`config.mk`:
```
export PLATFORM = sky130hd
export DESIGN_NAME = tlrot_tl_bridge
export DESIGN_NICKNAME = d
export VERILOG_FILES = /design/src/rtl/tlul_pkg.sv /design/src/rtl/tlrot_bridge_pkg.sv /design/src/rtl/tlrot_bridge_timeout.sv /design/src/rtl/tlrot_tl_bridge.sv
export SDC_FILE = /design/constraint.sdc
export NUM_CORES = 1
export LEC_CHECK = 0
export CAP_MARGIN = 20
export CELL_PAD_IN_SITES_DETAIL_PLACEMENT = 0
export CELL_PAD_IN_SITES_GLOBAL_PLACEMENT = 1
export CORE_ASPECT_RATIO = 1.75
export CORE_UTILIZATION = 34
export DETAILED_ROUTE_END_ITERATION = 7
export PLACE_DENSITY_LB_ADDON = 0.1
export SYNTH_ARGS = -nofsm -noshare
export SYNTH_HDL_FRONTEND = slang
export SYNTH_SLANG_ARGS = --single-unit
```
`constraint.sdc`:
```
create_clock -name clk_i -period 2.8 [get_ports clk_i]
set_input_delay 0.42 -clock clk_i [delete_from_list [all_inputs] [get_ports clk_i]]
set_output_delay 0.42 -clock clk_i [all_outputs]
set_load 0.01 [all_outputs]
```
`src/rtl/tlul_pkg.sv`:
```
// TL-UL opcode encodings shared by bus-facing blocks.
package tlul_pkg;

    typedef enum logic [2:0] {
        PutFullData    = 3'h0,
        PutPartialData = 3'h1,
        Get            = 3'h4
    } tl_a_op_e;

    typedef enum logic [2:0] {
        AccessAck     = 3'h0,
        AccessAckData = 3'h1
    } tl_d_op_e;

endpackage

```
`src/rtl/tlrot_bridge_pkg.sv`:
```
// Shared types and helpers for the 64-to-32 bit RoT register bridge.
package tlrot_bridge_pkg;
    import tlul_pkg::*;

    localparam int unsigned DefaultTimeoutCycles = 1024;

    typedef enum logic [2:0] {
        IDLE    = 3'd0,
        REQ_LO  = 3'd1,
        WAIT_LO = 3'd2,
        REQ_HI  = 3'd3,
        WAIT_HI = 3'd4,
        RESP    = 3'd5,
        DRAIN   = 3'd6
    } bridge_state_e;

    // Accept only the three supported opcodes, naturally aligned for 4/8-byte sizes.
    function automatic logic req_legal(input logic [2:0] op, input logic [1:0] size,
                                       input logic [2:0] addr_lo);
        logic op_ok;
        op_ok = (op == PutFullData) || (op == PutPartialData) || (op == Get);
        if (size == 2'd3 && addr_lo != 3'd0) return 1'b0;
        if (size == 2'd2 && addr_lo[1:0] != 2'd0) return 1'b0;
        return op_ok;
    endfunction

endpackage

```
`src/rtl/tlrot_bridge_timeout.sv`:
```
// Downstream response-wait counter; expired pulses on the last allowed wait cycle.
module tlrot_bridge_timeout #(
    parameter int unsigned TimeoutCycles = 1024
) (
    input  logic clk_i,
    input  logic rst_ni,
    input  logic clr,
    input  logic en,
    output logic expired
);
    localparam int unsigned CW = $clog2(TimeoutCycles + 1);

    logic [CW-1:0] cnt;

    assign expired = en && (cnt == CW'(TimeoutCycles - 1));

    always_ff @(posedge clk_i or negedge rst_ni) begin
        if (!rst_ni) begin
            cnt <= '0;
        end else if (clr) begin
            cnt <= '0;
        end else if (en && !expired) begin
            cnt <= cnt + 1'b1;
        end
    end

endmodule

```
`src/rtl/tlrot_tl_bridge.sv`:
```
// 64-bit host TL-UL to 32-bit RoT TL-UL bridge, one transaction outstanding.
// Optional response timeout with drain: define TLROT_BRIDGE_TIMEOUT_EN.
module tlrot_tl_bridge
    import tlul_pkg::*;
    import tlrot_bridge_pkg::*;
#(
    parameter int unsigned TimeoutCycles = DefaultTimeoutCycles
) (
    input  logic        clk_i,
    input  logic        rst_ni,
    input  logic        h_a_valid,
    output logic        h_a_ready,
    input  logic [2:0]  h_a_opcode,
    input  logic [2:0]  h_a_param,
    input  logic [1:0]  h_a_size,
    input  logic [7:0]  h_a_source,
    input  logic [31:0] h_a_address,
    input  logic [7:0]  h_a_mask,
    input  logic [63:0] h_a_data,
    output logic        h_d_valid,
    input  logic        h_d_ready,
    output logic [2:0]  h_d_opcode,
    output logic [2:0]  h_d_param,
    output logic [1:0]  h_d_size,
    output logic [7:0]  h_d_source,
    output logic        h_d_sink,
    output logic [63:0] h_d_data,
    output logic        h_d_denied,
    output logic        r_a_valid,
    input  logic        r_a_ready,
    output logic [2:0]  r_a_opcode,
    output logic [2:0]  r_a_param,
    output logic [1:0]  r_a_size,
    output logic [7:0]  r_a_source,
    output logic [31:0] r_a_address,
    output logic [3:0]  r_a_mask,
    output logic [31:0] r_a_data,
    input  logic        r_d_valid,
    output logic        r_d_ready,
    input  logic [2:0]  r_d_opcode,
    input  logic [1:0]  r_d_size,
    input  logic [7:0]  r_d_source,
    input  logic [31:0] r_d_data,
    input  logic        r_d_error,
    output logic [2:0]  dbg_state
);
    // Handshakes: a beat transfers on a rising edge where valid && ready; a
    // valid side holds its fields stable until that edge.

    bridge_state_e state;
    logic [2:0]    req_opcode;
    logic [1:0]    req_size;
    logic [7:0]    req_source;
    logic [31:0]   req_addr;
    logic [7:0]    req_mask;
    logic [63:0]   req_wdata;
    logic [63:0]   rdata;
    logic          err;
    logic          timed_out;
    logic          expired;
    logic          hi_lane;
    logic          is_wide;
    logic          is_get;
    logic          unused_inputs;

    assign unused_inputs = ^{h_a_param, r_d_opcode, r_d_size, r_d_source};

    assign is_wide = (req_size == 2'd3);
    assign is_get  = (req_opcode == Get);
    // 8-byte requests pick the lane by beat; narrower ones by address bit 2.
    assign hi_lane = is_wide ? (state == REQ_HI || state == WAIT_HI) : req_addr[2];

    assign h_a_ready   = (state == IDLE);
    assign r_a_valid   = (state == REQ_LO) || (state == REQ_HI);
    assign r_a_opcode  = req_opcode;
    assign r_a_param   = 3'd0;
    assign r_a_size    = is_wide ? 2'd2 : req_size;
    assign r_a_source  = req_source;
    assign r_a_address = is_wide ? {req_addr[31:3], hi_lane, 2'b00} : req_addr;
    assign r_a_mask    = hi_lane ? req_mask[7:4] : req_mask[3:0];
    assign r_a_data    = hi_lane ? req_wdata[63:32] : req_wdata[31:0];
    assign r_d_ready   = (state == WAIT_LO) || (state == WAIT_HI) || (state == DRAIN);

    assign h_d_valid  = (state == RESP);
    assign h_d_opcode = is_get ? AccessAckData : AccessAck;
    assign h_d_param  = 3'd0;
    assign h_d_size   = req_size;
    assign h_d_source = req_source;
    assign h_d_sink   = 1'b0;
    assign h_d_data   = rdata;
    assign h_d_denied = err;
    assign dbg_state  = state;

`ifdef TLROT_BRIDGE_TIMEOUT_EN
    tlrot_bridge_timeout #(
        .TimeoutCycles(TimeoutCycles)
    ) u_timeout (
        .clk_i   (clk_i),
        .rst_ni  (rst_ni),
        .clr     (r_a_valid && r_a_ready),
        .en      (state == WAIT_LO || state == WAIT_HI),
        .expired (expired)
    );
`else
    localparam int unsigned unused_timeout_cycles = TimeoutCycles;
    assign expired = 1'b0;
`endif

    always_ff @(posedge clk_i or negedge rst_ni) begin
        if (!rst_ni) begin
            state      <= IDLE;
            req_opcode <= '0;
            req_size   <= '0;
            req_source <= '0;
            req_addr   <= '0;
            req_mask   <= '0;
            req_wdata  <= '0;
            rdata      <= '0;
            err        <= 1'b0;
            timed_out  <= 1'b0;
        end else begin
            case (state)
                IDLE: begin
                    if (h_a_valid) begin
                        req_opcode <= h_a_opcode;
                        req_size   <= h_a_size;
                        req_source <= h_a_source;
                        req_addr   <= h_a_address;
                        req_mask   <= h_a_mask;
                        req_wdata  <= h_a_data;
                        rdata      <= '0;
                        if (!req_legal(h_a_opcode, h_a_size, h_a_address[2:0])) begin
                            err   <= 1'b1;
                            state <= RESP;
                        end else if (h_a_size == 2'd3 && h_a_opcode == PutPartialData) begin
                            if (h_a_mask == 8'h00)           state <= RESP;
                            else if (h_a_mask[3:0] == 4'h0)  state <= REQ_HI;
                            else                             state <= REQ_LO;
                        end else begin
                            state <= REQ_LO;
                        end
                    end
                end
                REQ_LO: if (r_a_ready) state <= WAIT_LO;
                REQ_HI: if (r_a_ready) state <= WAIT_HI;
                WAIT_LO: begin
                    if (r_d_valid) begin
                        if (is_get) begin
                            if (hi_lane) rdata[63:32] <= r_d_data;
                            else         rdata[31:0]  <= r_d_data;
                        end
                        err <= err | r_d_error;
                        if (is_wide && !(req_opcode == PutPartialData && req_mask[7:4] == 4'h0))
                            state <= REQ_HI;
                        else
                            state <= RESP;
                    end else if (expired) begin
                        err       <= 1'b1;
                        timed_out <= 1'b1;
                        state     <= RESP;
                    end
                end
                WAIT_HI: begin
                    if (r_d_valid) begin
                        if (is_get) rdata[63:32] <= r_d_data;
                        err   <= err | r_d_error;
                        state <= RESP;
                    end else if (expired) begin
                        err       <= 1'b1;
                        timed_out <= 1'b1;
                        state     <= RESP;
                    end
                end
                RESP: begin
                    if (h_d_ready) begin
                        err       <= 1'b0;
                        rdata     <= '0;
                        timed_out <= 1'b0;
                        state     <= timed_out ? DRAIN : IDLE;
                    end
                end
                DRAIN: if (r_d_valid) state <= IDLE;
                default: state <= IDLE;
            endcase
        end
    end

endmodule
```
# ---- Word-level counts from Yosys, hierarchy flattened
# Index checks and enable logic that the tools add are counted.
# W data, S select, Z words.
dict set report totals {
  regBits 185
  rom_bits 0
  mem_bits_rw 0
  out_inout_bits 173
  latchBits 0
  in_bits 172
  memories 0
  wordCells 112
}
dict set report classes {
  muxes 47
  add_sub_neg 0
  n_div 0
  multipliers 0
  shifts 0
  eq_ne 26
  n_reduce_logical 28
  n_lt_le_gt_ge 0
  bitwise_logic 1
}
# cell count
set ops {}
lappend ops {{$mux W64} 4}
lappend ops {{$mux W32} 5}
lappend ops {{$pmux W32 S4} 1}
lappend ops {{$pmux W32 S3} 1}
lappend ops {{$mux W3} 12}
lappend ops {{$ne A2 B2 Y1 const B} 11}
lappend ops {{$pmux W3 S7} 1}
lappend ops {{$mux W1} 19}
lappend ops {{$eq A3 B3 Y1 const B} 5}
lappend ops {{$eq A3 B1 Y1 const B} 3}
lappend ops {{$reduce_bool A3 Y1} 3}
lappend ops {{$logic_not A4 Y1} 2}
lappend ops {{$logic_not A8 Y1} 1}
lappend ops {{$reduce_and A8 Y1} 1}
lappend ops {{$reduce_and A7 Y1} 1}
lappend ops {{$eq A2 B2 Y1 const B} 3}
lappend ops {{$eq A3 B2 Y1 const B} 2}
lappend ops {{$logic_not A3 Y1} 2}
lappend ops {{$logic_or A1 B1 Y1} 6}
lappend ops {{$reduce_and A6 Y1} 1}
lappend ops {{$logic_and A1 B1 Y1} 5}
lappend ops {{$reduce_and A5 Y1} 1}
lappend ops {{$mux W2} 2}
lappend ops {{$mux W4} 1}
lappend ops {{other kinds (8)} 9}

# ---- Logic depth before layout (Yosys ltp)
dict set report depth {
  ltp_word 15
  ltp_mapped 7
  mapped_depth_nobuf 4
}

# ---- Worst setup path before layout
# Ideal clock, no wire load.
dict set report synth_path {
  path_type {flip-flop to output port}
  startpoint {register state[0] (netlist: dbg_state[0])}
  endpoint {output port r_a_data[22]}
  n_path_buf 2
  arrival_ps 1910
  stages_incl_launch_ff 7
  required_ps 2380
  path_slack_ps 470
  cell_sequence {dfrtp_1 buf_2 and2b_1 a22oi_1 o21ai_4 buf_6 mux2_1}
}
dict set report synth_via {
  elab_chain_len 4
  word_cells_on_any_way 5
  classes_between {eq/ne: 2; mux: 2; reduce/logical: 1}
}
# item line_no
set synth_rtl {}
lappend synth_rtl {{start: declaration} tlrot_tl_bridge.sv:50} ;# bridge_state_e state;
lappend synth_rtl {{start signal: assignment} tlrot_tl_bridge.sv:179} ;# state <= timed_out ? DRAIN : IDLE;
lappend synth_rtl {{$eq A3 B2 Y1 or $eq A3 B3 Y1 (tied branches)} tlrot_tl_bridge.sv:71} ;# assign hi_lane = is_wide ? (state == REQ_HI || state == WAIT_HI) : req_addr[2];
lappend synth_rtl {{$logic_or A1 B1 Y1 (*)} tlrot_tl_bridge.sv:71}
lappend synth_rtl {{$mux W1 (*)} tlrot_tl_bridge.sv:71}
lappend synth_rtl {{$mux W32 (*)} tlrot_tl_bridge.sv:81} ;# assign r_a_data = hi_lane ? req_wdata[63:32] : req_wdata[31:0];
lappend synth_rtl {{end: declaration} tlrot_tl_bridge.sv:37} ;# output logic [31:0] r_a_data,
# Every way passes the cells marked *; elsewhere a longest branch is shown, timed or not.

# ---- Worst setup path in the final report
dict set report layout_path {
  startpoint {register state[0] (netlist: dbg_state[0])}
  endpoint {output port r_a_data[31]}
}
# Same word-level chain as after synthesis.

==> impl_metrics.ini <==
[critical_path]
cp.arrival_ns = 2.25
start_kind = flip-flop
endpoint_kind = output pin
slowest_stage = dfrtp_1
crit_path_max_fanout = 18
slowest_delay_ns = 0.41
path_cells = and2b_1 -> a22oi_2 -> o21ai_4 -> buf_12 -> buf_16 -> mux2_1 -> dlygate4sd2_1
crit_required_ns = 2.38
critical_path_class = reg -> out

[job]
drv_cap = 0

[global_route]
grt_pass1_vias = 6278
grt_max_degree = 118
track_usage = 0.184
grt_overflow = 0
antenna_found_initial = 1
grt_first_pass_wirelength_um = 35200

[power]
power_switching_mw = 4.67
swShare = 0.338
clkPwrFrac = 0.177
ir_worst_vdd_v = 0.000678
p_leak_nw = 5.25
internal-power_mw = 9.17
power_frac_comb = 0.503
pwr_density_cell_mw_per_mm2 = 1110
p_total_mw = 13.8
seqPwrFrac = 0.320

[floorplan]
fp.dieW_um = 122
row_count = 76
die_h_um = 212
pin_count = 345
initial_core_util = 0.347
dieArea_mm2 = 0.0258
design.core.area_mm2 = 0.0246

[sta]
report.final.hold_viol_count = 0
finalSetupViolCount = 0
fin_skew_ns = 0.00627
finalMaxSlewViolations = 0
timing.final.crit_period_ns = 2.67
worst_pin_slew_ns = 0.729
max_slew_margin = 0.514
rsz0062_at_grt = no
tns_ns = 0
final.period_utilization = 0.953
timing.fmax_mhz = 375

[cts]
cts_buffers = 17
worstSkewPairLatency_ns = 0.44
htreeDepth = 4
clk_root_buffer_cell = clkbuf_16
clock_sinks = 185
cts.reportedPaths.clkPinSlew_ns = 0.06
clockBufferDepth = 2
tritoncts = done

[synth]
syn_inst = 678
synth_area_mm2 = 0.00854
synth.distinct_cells = 50
synth_top_area_frac = 0.542
async_reset_ff_frac = 1.00
netlist_top_cells_count = dfrtp_1, mux2_2, nand2_1
syn_area_per_cell_um2 = 12.6
synthTopCellsByArea = dfrtp_1, mux2_2, mux2i_1, mux2_1, buf_4
ys_seq_area_frac = 0.542
ys_ff_latch = 185
synth_edf_count = 0
yosysTopAreaCell = dfrtp_1
synthFlopType = dfrtp_1
ys_warn_count = 0
yosysMostFrequentCell = dfrtp_1

[final_layout]
fillers = 2303
area_delta_synth_final_pct = 45.4
drive_above_1_share = 0.184
fin_nets = 1134

[detailed_routing]
wl_met1_um = 8190
top_layer_used = met4
drc = 0
drt_iter0_markers = 133
met2_length_um = 12100
routed_via_density = 4.54
dr.pass1.iters = 4
wl_met3_um = 1630
detail_route.wl_per_cell_um = 17.4
vias = 5842
routed_wl_um = 22400
ant_nets = 0

[placed_design]
place.gp.congestion = 0.739
io_buffers = 319
dp_hpwl_um = 16200

[min_path]
hold_path.class = reg -> reg

[outcome]
status = finished clean
area by class of cell:
type	instances	area, um2	area share
inverters	65	244	0.0196
clock buffers	26	509	0.0410
clock inverters	6	86.3	0.00695
flip-flops and latches	185	4630	0.373
diodes	1	2.50	0.000201
repair buffers	339	3400	0.274
well taps	312	390	0.0314
multi-input cells	354	3160	0.254
per-stage QoR:
step | worst slack, ns | area (um2) | util | hold WS, ns | std cells
after floorplan | 0.470 | 8570 | - | 0.124 | 686
after global placement | 0.301 | 11800 | 0.479 | 0.454 | 1252
after detailed placement | 0.288 | 11800 | 0.479 | 0.446 | 1252
after CTS | 0.0762 | 12400 | 0.504 | 0.505 | 1287
after global routing | 0.00555 | 12400 | 0.505 | 0.514 | 1288
final | 0.131 | 12400 | 0.505 | 0.497 | 1288
power by group through the flow:
| stage | Combinational [mW] | Clock [mW] | Sequential (mW) |
|---|---|---|---|
| floorplan | 4.16 | 0 | 4.51 |
| global placement | 7.24 | 0 | 4.46 |
| detailed placement | 7.28 | 0 | 4.50 |
| CTS | 7.11 | 2.56 | 4.45 |
| global route | 7.52 | 2.64 | 4.61 |
| finish | 6.95 | 2.45 | 4.43 |
state kept, by name, indices dropped and copies added (netlist names):
| register | flops |
|---|---|
| req_wdata | 64 |
| h_d_size | 2 |
| h_d_denied | 1 |
| dbg_state | 3 |
| r_a_opcode | 3 |
| h_d_source | 8 |
| h_d_data | 64 |
| req_mask | 8 |
| req_addr | 32 |
cells in the final DEF, fill, tap and decap left out, types with 3 or more instances in the layout:
cell	n
nor3_1	5
nand2_1	65
dlygate4sd2_1	34
clkdlybuf4s50_1	282
mux2_1	37
nand2b_1	4
conb_1	9
mux2_2	118
dfrtp_1	183
clkbuf_16	17
nor2_1	4
mux2i_1	64
buf_12	6
inv_1	65
buf_4	12
clkbuf_8	6
clkbuf_1	4
nor2b_1	6
a31oi_1	3
critical path: cells and delay by family (launching register included):
| family | cells | cell delay [ns] |
|---|---|---|
| DFF | 1 | 0.41 |
| and+or+nand+nor | 1 | 0.19 |
| muxes | 1 | 0.31 |
| buffers and inverters | 3 | 0.58 |
| AOI/OAI and AO/OA | 2 | 0.31 |
per-layer routing:
metal / up-vias / GRT usage
met5: - / 0
met3: 27 / 0.0614
li1: 2774 / -
met1: 2842 / 0.199
met4: 0 / 0.0771
met2: 199 / 0.323
cell families (layout without fill, tap and decap cells):
kind of cell	Yosys count	count (layout)	share of synthesized area
buf+inv	147	436	0.0962
simple gates	103	103	0.0580
mux	219	219	0.279
xor+xnor	1	1	0.00103
other cells	1	10	0.000439
compound gates	22	22	0.0233
flops	185	185	0.542
final timing paths:
check	start	to	slack, ns	cells after the start
max	dbg_state[0]	r_a_data[31]	0.13	7
min	req_addr[2]	req_addr[2]	0.50	1
max reg2reg	dbg_state[0]	h_d_data[56]	0.41	6
min reg2reg	req_addr[2]	req_addr[2]	0.50	1
max in group asynchronous	rst_ni	req_mask[0]	1.54	3
min in group asynchronous	rst_ni	h_d_data[22]	0.51	2
what timing repair did:
| action | CTS | global route |
|---|---|---|
| gates cloned | 1 | 0 |
| resized for setup | 41 | 2 |
| endpoints found under the setup margin | 36 | 2 |
| hold buffers | 1 | 0 |
| endpoints found under the hold margin | 57 | 0 |
| pin swaps | 1 | 0 |
| setup buffers | 1 | 0 |
No activity file was read; power rests on OpenSTA's default activity.
